## src/rtl/sec_demux_pkg.sv

```systemverilog
// Shared definitions for the two-domain demultiplexing queue: domain labels
// and the occupancy-count width helper.
package sec_demux_pkg;

  localparam logic DOMAIN_L0 = 1'b0;
  localparam logic DOMAIN_L1 = 1'b1;

  // Occupancy must represent 0..depth inclusive.
  function automatic int cnt_width(input int depth);
    return $clog2(depth) + 1;
  endfunction

endpackage

```

## src/rtl/sec_queue.sv

```systemverilog
// Single-domain FIFO with masked output and optional freed-entry scrubbing.
// Optional feature macro: SEC_DEMUX_SCRUB_EN.
module sec_queue
  import sec_demux_pkg::*;
#(
  parameter int p_nbits = 32,
  parameter int p_depth = 2
) (
  input  logic                          clk,
  input  logic                          reset,
  input  logic                          enq_val,
  output logic                          enq_rdy,
  input  logic [p_nbits-1:0]            enq_msg,
  output logic                          deq_val,
  input  logic                          deq_rdy,
  output logic [p_nbits-1:0]            deq_msg,
  output logic [cnt_width(p_depth)-1:0] cnt
);

  localparam int AW = $clog2(p_depth);
  localparam int CW = cnt_width(p_depth);

  logic [p_nbits-1:0] mem [p_depth];
  logic [AW-1:0]      wptr;
  logic [AW-1:0]      rptr;
  logic [CW-1:0]      cnt_q;
  logic               full;
  logic               empty;
  logic               enq;
  logic               deq;

  always_comb begin
    full    = (cnt_q == CW'(p_depth));
    empty   = (cnt_q == '0);
    enq_rdy = ~full;
    deq_val = ~empty;
    enq     = enq_val & ~full;
    deq     = deq_val & deq_rdy;
    deq_msg = deq_val ? mem[rptr] : '0;
    cnt     = cnt_q;
  end

  always_ff @(posedge clk or negedge reset) begin
    if (!reset) begin
      wptr  <= '0;
      rptr  <= '0;
      cnt_q <= '0;
      for (int unsigned i = 0; i < p_depth; i++) begin
        mem[i] <= '0;
      end
    end else begin
`ifdef SEC_DEMUX_SCRUB_EN
      // Head and tail differ whenever both fire, so scrub and write never collide.
      if (deq) mem[rptr] <= '0;
`endif
      if (enq) begin
        mem[wptr] <= enq_msg;
        wptr      <= wptr + 1'b1;
      end
      if (deq) rptr <= rptr + 1'b1;
      if (enq && !deq)      cnt_q <= cnt_q + 1'b1;
      else if (deq && !enq) cnt_q <= cnt_q - 1'b1;
    end
  end

endmodule

```

## src/rtl/sec_demux2_queue.sv

```systemverilog
// Steers a sel-tagged valid/ready stream into per-domain queues L0 and L1.
// Optional feature macro: SEC_DEMUX_SCRUB_EN (scrub freed queue entries).
module sec_demux2_queue
  import sec_demux_pkg::*;
#(
  parameter int p_nbits = 32,
  parameter int p_depth = 2
) (
  input  logic                          clk,
  input  logic                          reset,
  input  logic                          in_val,
  output logic                          in_rdy,
  input  logic [p_nbits-1:0]            in_msg,
  input  logic                          sel,
  output logic                          out0_val,
  input  logic                          out0_rdy,
  output logic [p_nbits-1:0]            out0_msg,
  output logic                          out1_val,
  input  logic                          out1_rdy,
  output logic [p_nbits-1:0]            out1_msg,
  output logic [cnt_width(p_depth)-1:0] cnt0,
  output logic [cnt_width(p_depth)-1:0] cnt1
);

  logic rdy0;
  logic rdy1;
  logic enq0;
  logic enq1;

  always_comb begin
    in_rdy = (sel == DOMAIN_L1) ? rdy1 : rdy0;
    enq0   = in_val & in_rdy & (sel == DOMAIN_L0);
    enq1   = in_val & in_rdy & (sel == DOMAIN_L1);
  end

  sec_queue #(.p_nbits(p_nbits), .p_depth(p_depth)) u_q0 (
    .clk     (clk),
    .reset   (reset),
    .enq_val (enq0),
    .enq_rdy (rdy0),
    .enq_msg (in_msg),
    .deq_val (out0_val),
    .deq_rdy (out0_rdy),
    .deq_msg (out0_msg),
    .cnt     (cnt0)
  );

  sec_queue #(.p_nbits(p_nbits), .p_depth(p_depth)) u_q1 (
    .clk     (clk),
    .reset   (reset),
    .enq_val (enq1),
    .enq_rdy (rdy1),
    .enq_msg (in_msg),
    .deq_val (out1_val),
    .deq_rdy (out1_rdy),
    .deq_msg (out1_msg),
    .cnt     (cnt1)
  );

endmodule

```

## config.mk

```make
export PLATFORM = sky130hd
export DESIGN_NAME = sec_demux2_queue
export DESIGN_NICKNAME = d
export VERILOG_FILES = /design/src/rtl/sec_demux_pkg.sv /design/src/rtl/sec_queue.sv /design/src/rtl/sec_demux2_queue.sv
export SDC_FILE = /design/constraint.sdc
export NUM_CORES = 1
export LEC_CHECK = 0
export ABC_CLOCK_PERIOD_IN_PS = 1900
export BUFFER_PORTS_ARGS = -buffer_cell sky130_fd_sc_hd__buf_4
export CORE_MARGIN = 5
export CORE_UTILIZATION = 46
export CTS_BUF_LIST = sky130_fd_sc_hd__clkbuf_4 sky130_fd_sc_hd__clkbuf_8
export DETAILED_ROUTE_END_ITERATION = 6
export PLACE_DENSITY = 0.72
export SYNTH_ARGS = -nofsm -noshare
export SYNTH_HDL_FRONTEND = slang
export SYNTH_SLANG_ARGS = --single-unit
```

## constraint.sdc

```tcl
create_clock -name clk -period 1.9 [get_ports clk]
set_clock_uncertainty 0.1 [all_clocks]
set_input_delay 0.19 -clock clk [delete_from_list [all_inputs] [get_ports clk]]
set_output_delay 0.19 -clock clk [all_outputs]
set_load 0.005 [all_outputs]
```

Yosys cells after proc, flatten, opt, wreduce, memory -nomap -nowiden
Cells that the tools add are included.

word-level totals
  logic and storage cells = 75
  flip-flop bits (word level) = 136
  output and inout port bits = 71

operators by class
  equality and inequality tests = 2
  order comparisons = 6
  reduce and logical (&&, ||, !) cells = 14
  $add $sub $neg = 8
  bitwise gates (word level) = 16
  multiplexer cells = 19

operators with widths
  kind                   number
  $mux W32               10
  $bwmux W64             2
  $demux W32 S1          2
  $ge A2 B2 Y1 const B   4
  $mux W2                4
  $not A1 Y2             4
  $and A1 B1 Y1          7
  $logic_and A1 B1 Y1    6
  $not A1 Y1             5
  $add A1 B1 Y1 const B  4
  $add A2 B1 Y2 const B  2
  $eq A2 B2 Y1 const B   2
  $logic_not A1 Y1       4
  $logic_not A2 Y1       2
  $lt A2 B1 Y1 const B   2
  $reduce_bool A2 Y1     2
  $sub A2 B1 Y2 const B  2
  $mux W1                1

Logic depth before layout (Yosys ltp)
Gate-level depths: netlist of the first run.

  depth in word-level cells = 10
  depth in mapped cells = 7
  mapped depth without buffers = 7

By module
Synthesis of the first run repeated with hierarchy kept, for this count alone.

second synthesis, totals
  cells, all modules = 453
  area, all modules = 6774.0 µm²

by module, submodules not included
  module            cells each  area an instance (µm²)  times used
  sec_queue (u_q0)  225         3373.2                  1
  sec_queue (u_q1)  225         3368.2                  1
  sec_demux2_queue  3           32.5                    1

Worst setup path after synthesis of the first run
OpenSTA, ideal clock, no wires.

  path kind = flip-flop to flip-flop
  from = register u_q0.cnt_q[1], in the netlist u_q0.cnt[1]
  to = register u_q0.mem[33] (netlist name)
  arrival time = 1463 ps
  cell stages (with the launch flop) = 5
  path slack = 212 ps
  path through = dfrtp_1 -> nor2b_1 -> nor4b_4 -> buf_6 -> mux2_2

between the ends
  longest elaborated chain between the ends = 6

ends and longest elaborated chain
  what                            RTL line                          source
  start: declaration              sec_queue.sv:26                   logic [CW-1:0] cnt_q;
  start signal: assignment        sec_queue.sv:61                   if (enq && !deq) cnt_q <= cnt_q + 1'b1;
  start signal: assignment        sec_queue.sv:62                   else if (deq && !enq) cnt_q <= cnt_q - 1'b1;
  $eq A2 B2 Y1 *                  sec_queue.sv:33                   full = (cnt_q == CW'(p_depth));
  $not A1 Y1 *                    sec_queue.sv:35, sec_queue.sv:37
  $mux W1                         sec_demux2_queue.sv:31            in_rdy = (sel == DOMAIN_L1) ? rdy1 : rdy0;
  $and A1 B1 Y1 (2 in series)     sec_demux2_queue.sv:32            enq0 = in_val & in_rdy & (sel == DOMAIN_L0);
  $and A1 B1 Y1 *                 sec_queue.sv:37                   enq = enq_val & ~full;
  end signal: indexed assignment  sec_queue.sv:57                   mem[wptr] <= enq_msg;
  end: declaration                sec_queue.sv:23                   logic [p_nbits-1:0] mem [p_depth];

Mark *: on every way between the ends. The rest lies on a longest branch, timed or not.
A chain may end at the register's enable or synchronous reset.

Worst setup path in the final report of the first run
  from = register u_q1.cnt_q[1], in the netlist u_q1.cnt[1]
  to = output out1_msg[12]

between the ends
  longest elaborated chain between the ends = 2

ends and longest elaborated chain
  what                      RTL line                source
  start: declaration        sec_queue.sv:26
  start signal: assignment  sec_queue.sv:61
  start signal: assignment  sec_queue.sv:62
  $logic_not A2 Y1          sec_queue.sv:34         empty = (cnt_q == '0);
  $mux W32                  sec_queue.sv:39         deq_msg = deq_val ? mem[rptr] : '0;
  end: declaration          sec_demux2_queue.sv:20  output logic [p_nbits-1:0] out1_msg,

Every way passes these cells.

==> results of run 1 <==
[cells in the final DEF (no fill, tap or decap), drive strengths merged]
master,netlist,layout
dfrtp,136,136
buf,18,129
mux2,128,128
nor2,69,69
mux2i,64,64
dlygate4sd3,0,36
clkbuf,8,27
xor2,6,6
clkinv,0,5
xnor2,4,4
inv,2,2
nand2b,2,2
and2,2,2
nor2b,2,2
nand2,2,2
ha,2,2
bufinv,0,2
nor3b,2,2
a21oi,1,1
nand4b,1,1
nor4b,1,1
nand3,1,1
clkinvlp,0,1
[worst max-delay path: stages, from the launching register on]
cell       delay [ns]
dfrtp_1          0.40
buf_6            0.14
nor2_4           0.13
buf_12           0.15
clkbuf_16        0.19
nor2_1           0.07
buf_4            0.13
[cells by family after synthesis]
logic type	Yosys count	synth area share (%)
XOR/XNOR	10	1.43
flip-flops	136	55.5
AO/OA/AOI/OAI	1	0.0815
multiplexers	192	33.9
AND/OR/NAND/NOR	82	6.00
buffers and inverters	28	2.69
adder cells (fa/ha/maj)	2	0.408
[sequential cells by signal, indices dropped and copies added (netlist names)]
register / count
u_q0.rptr: 1
u_q0.wptr: 1
u_q1.mem: 64
u_q1.cnt: 2
u_q1.wptr: 1
u_q0.cnt: 2
u_q1.rptr: 1
u_q0.mem: 64
[how the worst min path moves through the flow]
stage	startpoint	to	slack, ns	cells after the start
floorplan	reset	u_q0.cnt[0]	-0.21	0
global placement	reset	u_q1.mem[23]	0.08	1
detailed placement	reset	u_q1.mem[23]	0.09	1
CTS	in_val	u_q0.wptr	0.07	3
global route	in_val	u_q0.wptr	0.08	3
finish	in_val	u_q0.wptr	0.10	3
[final cells by class]
class / instances / area (sq um) / share of cell area [%]
flip-flops and latches: 136 / 3410 / 40.1
repair buffers: 169 / 1660 / 19.5
inverters: 2 / 7.51 / 0.0885
clock buffers: 23 / 298 / 3.51
multi-input cells: 287 / 2800 / 33.0
well taps: 176 / 220 / 2.59
clock inverters: 8 / 96.3 / 1.14
[metal layers]
layer / wire (microns) / track usage, %
met4: 283 / 6.51
met2: 7450 / 30.0
met5: 0 / 0
met1: 6850 / 24.5
met3: 792 / 5.07
[what timing repair did]
item / in CTS / in global routing
gates cloned: 1 / 5
hold buffers: 36 / 0
buffers inserted: 1 / 4
gates resized for setup: 9 / 65
pin swaps: 0 / 8
endpoints found under the hold margin: 181 / 0
endpoints found under the setup margin: 64 / 64
[power breakdown]
| part | internal (uW) | switching, uW |
|---|---|---|
| combinational | 4740 | 3390 |
| sequential | 4390 | 926 |
| clock | 1300 | 1060 |
| total | 10400 | 5380 |
[metrics by stage]
step	std cells	hold slack (ns)	TNS [ns]
global placement	723	0.0758	0
global route	801	0.0848	-3.52
finish	801	0.105	-0.257
CTS	792	0.0722	-0.152
floorplan	451	-0.206	0
detailed placement	723	0.0870	0
==> impl_metrics.env, run 1 <==
export IMPL_gp_congestion=0.810
export IMPL_root_buffer="clkbuf_8"
export IMPL_ys_types=22
export IMPL_p_leak_uw=0.00387
export IMPL_rows=42
export IMPL_syn_to_final_growth_pct=38.3
export IMPL_antenna_found_initial=0
export IMPL_cp_end_kind="primary output"
export IMPL_fp_dieH_microns=125
export IMPL_final_antenna_net_count=0
export IMPL_io_buffers=108
export IMPL_synthFlopType="dfrtp_1"
export IMPL_grt_ovfl_total=0
export IMPL_vias_per_cell=5.21
export IMPL_worstMarginPinSlew_ns=0.526
export IMPL_numCtsBuffers=17
export IMPL_timing_fmax_mhz=516
export IMPL_synthCells=451
export IMPL_yosysMostFrequentCell="dfrtp_1"
export IMPL_cts_tree="done"
export IMPL_grt_pass1_wl_mm=22.9
export IMPL_place_ws_ns=0.193
export IMPL_outcome="complete, but fails checks"
export IMPL_postPlaceCellArea_sq_um=7240
export IMPL_yosysWarnings=0
export IMPL_h_tree_depth=4
export IMPL_layout_drive_gt1_share_pct=52.8
export IMPL_dp_hpwl_mm=8.59
export IMPL_min_period_ns=1.94
export IMPL_drt_first_iter_violations=194
export IMPL_worstRegToRegCells=6
export IMPL_p_total_uw=15800
export IMPL_cp_startpoint="u_q1.cnt[1]"
export IMPL_failed_checks="negative setup slack"
export IMPL_r2r_end="u_q1.cnt[1]"
export IMPL_holdCritPathClass="primary input to flip-flop"
export IMPL_reg2reg_slack_ns=0.20
export IMPL_fin_crit_sh_pct=102
export IMPL_report_final_slew_viol_count=0
export IMPL_synth_area_leaders="dfrtp_1, mux2_2, mux2i_1"
export IMPL_n_antenna_cell=0
export IMPL_worst_r2r_startpoint="u_q1.cnt[0]"
export IMPL_maxCapViolations=0
export IMPL_post_drt_wl_per_cell_microns=19.2
export IMPL_grt_total_usage_pct=18.7
export IMPL_synth_async_reset_ratio_pct=100
export IMPL_grt_pass1_vias=4301
export IMPL_die_area_sq_um=15700
export IMPL_crit_end="out1_msg[12]"
export IMPL_setup_violations=14
export IMPL_syn_area_per_cell_sq_um=13.6
export IMPL_startpoint_type="flip-flop"
export IMPL_vdd_drop_max_uv=870
export IMPL_max_slew_margin_pct=65.0
export IMPL_dr_total_vias=4172
export IMPL_rsz0062_at_grt="yes"
export IMPL_ys_seq_area_share_pct=55.5
export IMPL_hold_viol=0
export IMPL_grt_max_degree=53
export IMPL_core_area_sq_um=13100
export IMPL_synth_top_area_share_pct=55.5
export IMPL_io_pins=109
export IMPL_cp_required_ns=1.61
export IMPL_yosysTopAreaCell="dfrtp_1"
export IMPL_powerDensity_nw_per_um2=1860
export IMPL_ys_seq_elements=136
export IMPL_die_x_microns=125
export IMPL_synth_edf_count=0
export IMPL_wl_mm=15.4
export IMPL_design_area_sq_um=8490
export IMPL_fin_nets=653
export IMPL_critPathArrivalTime_ns=1.65
export IMPL_fin_util_pct=64.6
export IMPL_clkSinkCount=136
export IMPL_n_fill_cell=1010
export IMPL_cp_max_fo=8
export IMPL_remaining_drc_errors=0
export IMPL_start_util_pct=46.7
export IMPL_clk_pin_slew_ns=0.07
export IMPL_drt_pass1_iter_count=4
export IMPL_clock_latency_ns=0.44
export IMPL_crit_type="flip-flop to primary output"
export IMPL_synth_nets=491
export IMPL_fin_ws_ns=-0.0374
export IMPL_netlist_area_sq_um=6140
export IMPL_clockBufferDepth=2
export IMPL_synthTopCellsByCount="dfrtp_1, mux2_2, nor2_1"
Note: power is estimated with default switching activity, not from simulation.
==> inputs of run 2 (changes only) <==
--- a/config.mk
+++ b/config.mk
@@ -5,13 +5,14 @@
 export SDC_FILE = /design/constraint.sdc
 export NUM_CORES = 1
 export LEC_CHECK = 0
+export ABC_AREA = 1
 export ABC_CLOCK_PERIOD_IN_PS = 1900
 export BUFFER_PORTS_ARGS = -buffer_cell sky130_fd_sc_hd__buf_4
-export CORE_MARGIN = 5
+export CORE_MARGIN = 2
 export CORE_UTILIZATION = 46
 export CTS_BUF_LIST = sky130_fd_sc_hd__clkbuf_4 sky130_fd_sc_hd__clkbuf_8
 export DETAILED_ROUTE_END_ITERATION = 6
-export PLACE_DENSITY = 0.72
+export PLACE_DENSITY = 0.71
 export SYNTH_ARGS = -nofsm -noshare
 export SYNTH_HDL_FRONTEND = slang
 export SYNTH_SLANG_ARGS = --single-unit
==> run 2 against run 1 <==
Compared with the run above:
- the flow now finishes without violations
- critical endpoint is now out0_msg[12]
- via count increased by 58%
- sequential share of layout area decreased by 0.29 points
- power decreased by 6.4%
==> impl_metrics.env, run 2 <==
export IMPL_combPwrFrac_pct=49.5
export IMPL_gp_congestion=0.865
export IMPL_grt_max_degree=65
export IMPL_report_final_slew_viol_count=0
export IMPL_dr_total_vias=6583
export IMPL_clock_latency_ns=0.45
export IMPL_numCtsBuffers=17
export IMPL_synthFlopType="dfrtp_1"
export IMPL_clk_pin_slew_ns=0.07
export IMPL_synth_top_area_share_pct=51.6
export IMPL_synth_edf_count=0
export IMPL_worstMarginPinSlew_ns=0.636
export IMPL_remaining_drc_errors=0
export IMPL_die_x_microns=124
export IMPL_fp_dieH_microns=124
export IMPL_drt_pass1_iter_count=5
export IMPL_clkSinkCount=136
export IMPL_grt_pass1_vias=6060
export IMPL_setup_violations=0
export IMPL_grt_total_usage_pct=27.6
export IMPL_post_drt_wl_per_cell_microns=18.0
export IMPL_cp_max_fo=16
export IMPL_mostFrequentLayoutCell="nand2_1"
export IMPL_maxCapViolations=0
export IMPL_fin_util_pct=61.3
export IMPL_vias_per_cell=5.69
export IMPL_wl_mm=20.8
export IMPL_h_tree_depth=4
export IMPL_seqPwrFrac_pct=34.3
export IMPL_yosysTopAreaCell="dfrtp_1"
export IMPL_synth_async_reset_ratio_pct=100
export IMPL_powerDensity_nw_per_um2=1730
export IMPL_postPlaceCellArea_sq_um=7610
export IMPL_max_slew_margin_pct=57.6
export IMPL_fin_crit_sh_pct=98.1
export IMPL_clockPowerShare_pct=16.2
export IMPL_cts_tree="done"
export IMPL_place_ws_ns=0.230
export IMPL_ys_seq_area_share_pct=51.6
export IMPL_fin_nets=1003
export IMPL_layout_drive_gt1_share_pct=20.8
export IMPL_critPathArrivalTime_ns=1.57
export IMPL_syn_area_per_cell_sq_um=7.87
export IMPL_outcome="completed"
export IMPL_start_util_pct=47.3
export IMPL_final_antenna_net_count=0
export IMPL_root_buffer="clkbuf_8"
export IMPL_yosysWarnings=0
export IMPL_hold_viol=0
export IMPL_antenna_found_initial=0
export IMPL_syn_to_final_growth_pct=29.5
export IMPL_netlist_area_sq_um=6600
export IMPL_die_area_sq_um=15300
export IMPL_synthTopCellsByCount="nand2_1, dfrtp_1, nand4_1"
export IMPL_dp_hpwl_mm=12.1
export IMPL_min_period_ns=1.86
export IMPL_drt_first_iter_violations=760
export IMPL_holdCritPathClass="primary input to flip-flop"
export IMPL_timing_fmax_mhz=537
export IMPL_yosysMostFrequentCell="nand2_1"
export IMPL_cp_end_kind="primary output"
export IMPL_startpoint_type="flip-flop"
export IMPL_grt_pass1_wl_mm=32.3
export IMPL_rsz0062_at_grt="yes"
export IMPL_final_cell_mix="nand2_1, nand4_1, dfrtp_1"
export IMPL_place_inst=1085
export IMPL_top_regs="u_q0.mem: 64 flops, u_q1.mem: 64 flops"
export IMPL_grt_ovfl_total=0
export IMPL_crit_type="flip-flop to primary output"
export IMPL_design_area_sq_um=8550
export IMPL_p_sw_uw=6130
export IMPL_ys_seq_elements=136
export IMPL_ys_types=19
export IMPL_p_int_uw=8680
export IMPL_vdd_drop_max_uv=863
export IMPL_io_buffers=108
export IMPL_synthCells=838
export IMPL_synth_area_leaders="dfrtp_1, nand2_1, nand4_1"
export IMPL_cp_required_ns=1.61
export IMPL_p_leak_uw=0.00436
export IMPL_swShare_pct=41.4
export IMPL_rows=43
export IMPL_clockBufferDepth=2
export IMPL_synth_nets=878
export IMPL_fin_ws_ns=0.0369
export IMPL_whs_ns=0.0817
export IMPL_core_area_sq_um=13900
export IMPL_n_antenna_cell=0
export IMPL_io_pins=109
export IMPL_n_fill_cell=1188
export IMPL_final_cells=1156
[run 2: cell count changes in the layout (fill, tap and decap cells not counted), moves of 10 or more]
| cell | change |
|---|---|
| nor2_2 | -10 |
| nand4_1 | +134 |
| nand2_1 | +397 |
| a21oi_2 | +17 |
| a21oi_1 | +46 |
| nor2_1 | -45 |
| mux2_2 | -126 |
| nor2_4 | -10 |
| buf_4 | +26 |
| mux2i_1 | -52 |
[run 2: per-layer routing]
metal / wire length [microns] / track usage, % / vias to the layer above
li1: - / - / 3057
met1: 8880 / 38.2 / 3110
met2: 9900 / 44.5 / 377
met3: 1670 / 5.17 / 39
met4: 332 / 8.10 / 0
met5: 0 / 0 / -
[run 2: cell families (layout without fill, tap and decap cells)]
family / Yosys count / after routing / share of synthesized area (%)
buf+inv: 87 / 225 / 6.03
simple gates: 541 / 541 / 36.0
fa+ha+maj: 2 / 2 / 0.379
flops: 136 / 136 / 51.6
xor+xnor: 4 / 4 / 0.531
compound gates: 68 / 68 / 5.50
[run 2: what timing repair did]
item	4_1_cts	5_1_grt
setup buffers	0	3
hold endpoints to repair	182	0
resized for setup	18	21
endpoints found under the setup margin	59	50
hold buffers	35	0
cloned	0	1
[run 2: layout make-up]
cell class	instances	area (sq um)	area share, %
timing repair buffer	179	1590	18.6
clock inverter	9	97.6	1.14
multi-input combinational	615	2880	33.6
clock buffer	23	298	3.48
inverter	14	52.6	0.615
sequential	136	3410	39.9
tap	180	225	2.64
[run 2: final timing paths]
kind                       cells past startpoint            to          from  slack, ns
max in group asynchronous                      3   u_q1.mem[2]         reset       0.88
setup reg to reg                               8   u_q0.cnt[1]   u_q0.cnt[0]       0.19
hold / removal                                 4     u_q1.wptr           sel       0.08
setup / recovery                               4  out0_msg[12]   u_q0.cnt[1]       0.04
min in group asynchronous                      2  u_q0.mem[51]         reset       0.18
hold reg to reg                                2  u_q1.mem[12]  u_q1.mem[12]       0.38
[run 2: worst max-delay path, stage by stage (launching register included)]
cell     delay, ns
dfrtp_2       0.48
nor2_4        0.21
buf_12        0.21
a21oi_1       0.08
buf_4         0.14
[run 2: power groups by stage]
stage	clock network (uW)	logic (uW)	registers [uW]
finish	2400	7330	5070
detailed placement	0	6700	5030
CTS	2430	6950	5030
global placement	0	6620	5030
global route	2550	8040	5210
floorplan	0	3800	4850
[run 2: stage by stage]
stage	setup TNS, ns	total power, uW
after floorplan	0	8650
after global placement	0	11600
after detailed placement	0	11700
after CTS	-0.00157	14400
after global routing	-0.211	15800
final	0	14800
